## src/rtl/big_core_dmem_arb.sv

```systemverilog
// Round-robin arbiter sharing the D_MEM data port between the core and the fabric/DMA requester.
// It rebases winning requests to D_MEM-local addresses and routes read data back through a latency-matched tag pipe.
package big_core_dmem_arb_pkg;

    typedef struct packed {
        logic [31:0] address;
        logic [31:0] wr_data;
        logic [3:0]  byte_en;
        logic        wr_en;
        logic        rd_en;
    } t_core2mem_req;

    typedef struct packed {
        logic valid;
        logic owner;
        logic oor;
    } t_rd_tag;

endpackage

module big_core_dmem_arb
    import big_core_dmem_arb_pkg::*;
#(
    parameter int unsigned RD_LATENCY   = 1,
    parameter logic [31:0] REGION_FLOOR = 32'h0001_0000,
    parameter logic [31:0] REGION_ROOF  = 32'h0001_FFFF
) (
    input  logic        Clk,
    input  logic        Rst,
    input  logic        CoreReqValid,
    input  logic [69:0] CoreReq,
    output logic        CoreReqReady,
    output logic        CoreRspValid,
    output logic [31:0] CoreRspData,
    input  logic        FabReqValid,
    input  logic [69:0] FabReq,
    output logic        FabReqReady,
    output logic        FabRspValid,
    output logic [31:0] FabRspData,
    output logic [69:0] MemReq,
    input  logic [31:0] MemRdData,
    output logic        OorErr
);

    localparam logic OWNER_CORE = 1'b0;
    localparam logic OWNER_FAB  = 1'b1;

    typedef enum logic {
        PREF_CORE = 1'b0,
        PREF_FAB  = 1'b1
    } t_pref;

    t_pref         pref_q, pref_d;
    logic          oor_err_q, oor_err_d;
    t_rd_tag       tag_q [RD_LATENCY];
    t_rd_tag       tag_push;
    t_rd_tag       tag_out;

    t_core2mem_req core_req, fab_req, win_req, mem_req;
    logic          core_live, fab_live, core_win, fab_win, any_win, win_oor;

    // Arbitration and issue: contention goes to the requester that did not win last,
    // with the core favoured out of reset. Null requests are acked and dropped.
    always_comb begin
        core_req  = t_core2mem_req'(CoreReq);
        fab_req   = t_core2mem_req'(FabReq);
        core_live = CoreReqValid && (core_req.wr_en || core_req.rd_en);
        fab_live  = FabReqValid && (fab_req.wr_en || fab_req.rd_en);
        core_win  = core_live && (!fab_live || (pref_q == PREF_CORE));
        fab_win   = fab_live && !core_win;
        any_win   = core_win || fab_win;

        CoreReqReady = core_win || (CoreReqValid && !core_live);
        FabReqReady  = fab_win || (FabReqValid && !fab_live);

        win_req = fab_win ? fab_req : core_req;
        win_oor = (win_req.address < REGION_FLOOR) || (win_req.address > REGION_ROOF);

        mem_req = '0;
        if (any_win) begin
            mem_req         = win_req;
            mem_req.address = win_req.address - REGION_FLOOR;
            if (win_oor) begin
                mem_req.wr_en = 1'b0;
                mem_req.rd_en = 1'b0;
            end else if (win_req.wr_en) begin
                mem_req.rd_en = 1'b0;
            end
        end
        MemReq = 70'(mem_req);

        tag_push       = '0;
        tag_push.valid = any_win && win_req.rd_en && !win_req.wr_en;
        tag_push.owner = fab_win ? OWNER_FAB : OWNER_CORE;
        tag_push.oor   = win_oor;

        pref_d = pref_q;
        if (any_win) begin
            pref_d = fab_win ? PREF_CORE : PREF_FAB;
        end
        oor_err_d = oor_err_q || (any_win && win_oor);
    end

    // Read-data return: the oldest tag lines up with MemRdData for the issue it tracks.
    always_comb begin
        tag_out      = tag_q[RD_LATENCY-1];
        CoreRspValid = 1'b0;
        CoreRspData  = '0;
        FabRspValid  = 1'b0;
        FabRspData   = '0;
        if (tag_out.valid) begin
            if (tag_out.owner == OWNER_FAB) begin
                FabRspValid = 1'b1;
                FabRspData  = tag_out.oor ? 32'h0 : MemRdData;
            end else begin
                CoreRspValid = 1'b1;
                CoreRspData  = tag_out.oor ? 32'h0 : MemRdData;
            end
        end
    end

    assign OorErr = oor_err_q;

    always_ff @(posedge Clk or posedge Rst) begin
        if (Rst) begin
            pref_q    <= PREF_CORE;
            oor_err_q <= 1'b0;
            for (int i = 0; i < int'(RD_LATENCY); i++) begin
                tag_q[i] <= '0;
            end
        end else begin
            pref_q    <= pref_d;
            oor_err_q <= oor_err_d;
            tag_q[0]  <= tag_push;
            for (int i = 1; i < int'(RD_LATENCY); i++) begin
                tag_q[i] <= tag_q[i-1];
            end
        end
    end

endmodule

```

## config.mk

```make
export PLATFORM = sky130hd
export DESIGN_NAME = big_core_dmem_arb
export DESIGN_NICKNAME = d
export VERILOG_FILES = /design/src/rtl/big_core_dmem_arb.sv
export SDC_FILE = /design/constraint.sdc
export NUM_CORES = 1
export LEC_CHECK = 0
export CAP_MARGIN = 20
export CORE_AREA = 2 2 121 123
export CTS_BUF_LIST = sky130_fd_sc_hd__clkbuf_4
export DETAILED_ROUTE_END_ITERATION = 8
export DIE_AREA = 0 0 123 125
export GPL_ROUTABILITY_DRIVEN = 0
export PLACE_DENSITY_LB_ADDON = 0.3
export SYNTH_ARGS = -nofsm -noshare
export SYNTH_HDL_FRONTEND = slang
export SYNTH_SLANG_ARGS = --single-unit
```

## constraint.sdc

```tcl
create_clock -name Clk -period 5.8 [get_ports Clk]
set_input_delay 1.16 -clock Clk [delete_from_list [all_inputs] [get_ports Clk]]
set_output_delay 1.16 -clock Clk [all_outputs]
set_load 0.05 [all_outputs]
```

==> results.yml <==
status:
  status: "finished, final reports clean"
global_route:
  gr-usage-met2_pct: 33.77
  grt_busiest_layer: "met2"
  gr-usage-all-layers_pct: 17.33
  grt-ovfl-total: 0
  grt_pass1_wl_mm: 21.12
  grt_pass1_vias: 3993
  grt_max_degree: 79
  antenna_found_initial: 1
  met1_usage_pct: 18.87
  met3_usage_pct: 4.562
sta:
  tns_ns: 0
  setup_viol: 0
  finalMaxSlewViolations: 0
  finalCritPeriodShare_pct: 92.15
  holdWs_ns: 0.4850
  clock.fmax_mhz: 187.1
  rsz0062_at_grt: "false"
  relSlewSlack_pct: 31.19
  hold_viol: 0
  period_needed_ns: 5.345
  tightestPinTransition_ns: 1.030
  clock_skew_ns: 0.004354
route:
  ant_nets: 0
  wirelength_mm: 14.32
  dr_total_vias: 4225
  via_per_inst: 4.533
  post-route-drc-count: 0
  dr.pass1.iters: 4
  drt-initial-drc-count: 113
  detail_route.wl_per_cell_um: 15.36
synth:
  synthArstFlopShare_pct: 100.0
  synthXorXnorAreaFrac_pct: 2.930
  ys_ff_latch: 5
  netlist_area_mm2: 0.002391
  synthAdderAreaFrac_pct: 1.047
  synth_top_family_by_area: "simple AND/OR/NAND/NOR gates"
  yosys.area_share.simple_pct: 55.26
  synth.avg_cell_area_um2: 5.244
  ys.flop_type: "dfrtp_1"
  yosysUniqueCellTypes: 46
  synth-edff-count: 0
  yosysSeqAreaShare_pct: 5.233
  syn_nets: 634
  synth_compound_area_share_pct: 22.66
  syn_inst: 456
  synth_mux_area_share_pct: 5.756
  synth_warnings: 0
placement:
  place.port_buffers: 314
  hpwl_mm: 11.90
  post-place-cells: 927
  placed_area_mm2: 0.005788
critical_path:
  path_max_fanout: 7
  r2r_cells: 11
  cp-end-kind: "output port"
  critPathCapture: "MemReq[68]"
  r2r-end: "OorErr"
  slowest_delay_ns: 0.53
  cp.required_ns: 4.64
  path_depth: 13
  slowest_stage: "clkdlybuf4s50_1"
  crit_family: "buffers and inverters"
  r2r_setup_slack_ns: 3.29
  crit_arrival_ns: 4.18
  crit_type: "in2out"
  r2r-start: "pref_q"
  worst-path-buf-inv: 5
  crit_chain: "clkdlybuf4s50_1 -> o21ai_1 -> buf_4 -> a21o_2 -> inv_2 -> mux2i_1 -> ha_1 -> buf_4 -> nand4b_1 -> mux2i_1 -> a31oi_1 -> nor3b_1 -> buf_12"
  start_kind: "input port"
  crit_start: "FabReq[1]"
hold_path:
  hp-class: "reg2reg"
clocking:
  clockRootBuffer: "clkbuf_4"
  clk_transition_reported_paths_ns: 0.04
  tritoncts: "yes"
  cts_sinks: 5
  cts_hold_buf: 0
  h-tree-depth: 1
  clk_latency_ns: 0.24
  cts_buffer_depth: 2
  cts_made_buffers: 3
  cts_setup_buffers: 0
  cts-resized-gates: 0
pwr:
  p_comb_share_pct: 87.7
  sequentialPowerShare_pct: 5.8
  power.density_mw_per_mm2: 118.7
  p_leak_nw: 2.133
  vdd_drop_max_v: 0.00007652
  clock_power_share_pct: 6.5
  p_int_uw: 324.7
  swShare_pct: 53.01
  p_sw_uw: 366.3
finish:
  nets: 926
  syn2layout_area_growth_pct: 143.4
  fillers: 1532
  drive_gt1_share_pct: 6.560
  area.sequential_um2: 125.1
  instances_no_fill: 932
  stdcell_area_mm2: 0.005821
  finish.utilization_pct: 40.98
  multi_input_area_mm2: 0.002098
floorplanning:
  die_area_mm2: 0.01538
  fp.coreArea_mm2: 0.01420
  initial_core_util_pct: 16.83
  io_pins: 315
  placementRows: 44
  die_y_um: 125
  die_w_um: 123
run:
  drv_cap: 0
[worst min path at each step]
stage | start | to | slack, ns | depth (start not counted)
2_1_floorplan | pref_q | pref_q | 0.52 | 1
3_3_place_gp | OorErr | OorErr | 0.48 | 1
3_5_place_dp | OorErr | OorErr | 0.47 | 1
4_1_cts | OorErr | OorErr | 0.48 | 1
5_1_grt | OorErr | OorErr | 0.52 | 1
6_report | OorErr | OorErr | 0.49 | 1
[Yosys cell counts, types with 2 or more instances]
master	instances	area share, %
nand2_1	128	20
nor2_1	78	12
a21oi_1	59	12
nand2b_1	33	8.6
clkbuf_1	25	3.9
nand4_1	14	3.7
nor3_1	9	1.9
inv_1	8	1.3
and2_1	7	1.8
buf_2	7	1.5
mux2i_1	7	2.9
nor4_1	7	1.8
mux2_2	6	2.8
or3_1	6	1.6
xnor2_1	6	2.2
dfrtp_1	5	5.2
nand3_1	5	1.0
o21ai_0	4	0.84
a21o_1	3	0.94
a31oi_1	3	0.79
a211o_1	2	0.73
a211oi_1	2	0.63
a22o_1	2	0.73
buf_1	2	0.31
ha_1	2	1.0
nand4b_1	2	0.73
nor3b_1	2	0.63
o21a_1	2	0.63
o22ai_1	2	0.52
xor2_1	2	0.73
[layer usage]
layer  vias to the layer above  wire [um]
met2                       217       7597
li1                       2121          -
met5                         -          0
met1                      1881       5199
met4                         0        128
met3                         6       1392
[through the flow]
stage               setup slack [ns]  power, mW
global placement              0.5386     0.6520
global route                  0.2373     0.7325
floorplan                     0.2038     0.3629
detailed placement            0.4779     0.6507
CTS                           0.4647     0.6998
finish                        0.4553     0.6910
[power by group through the flow]
stage | Clock, mW | Sequential, mW | Combinational, mW
global route | 0.0492 | 0.0409 | 0.642
detailed placement | 0 | 0.0406 | 0.610
finish | 0.0449 | 0.0402 | 0.606
global placement | 0 | 0.0409 | 0.611
CTS | 0.0472 | 0.0402 | 0.612
floorplan | 0 | 0.0400 | 0.323
[state kept, by name (all words and copies together) (netlist names)]
register  flops
tag_out       3
OorErr        1
pref_q        1
[placed cells by master (no fill, tap or decap), types with 2 or more instances in the layout]
cell,count
a31oi_1,3
a21oi_1,59
mux2i_1,7
xnor2_1,6
ha_1,2
dfrtp_1,5
nand2_1,128
and2_2,2
nor3b_1,2
clkbuf_4,4
buf_4,17
and2_1,6
nor4_1,7
nor3_1,9
mux2_2,6
clkdlybuf4s50_1,291
nand4_1,14
inv_1,8
o22ai_1,2
or3_1,6
nor2_1,78
o21ai_0,4
xor2_1,2
a21o_1,2
nand4b_1,2
a211o_1,2
a22o_1,2
nand3_1,5
a211oi_1,2
o21a_1,2
buf_12,13
nand2b_1,33
[cells by family after synthesis]
family | after synthesis
AO/OA/AOI/OAI | 91
XOR/XNOR | 8
adder cells (fa/ha/maj) | 2
buffers and inverters | 43
flip-flops | 5
multiplexers | 13
AND/OR/NAND/NOR | 294
[final cells by class]
cell class	instances	area share, %
timing repair buffer	321	56.71
multi-input combinational	408	36.05
tap	184	3.955
sequential	5	2.150
inverter	9	0.5804
clock buffer	4	0.5159
antenna	1	0.04299
No activity file was read; power rests on OpenSTA's default activity.
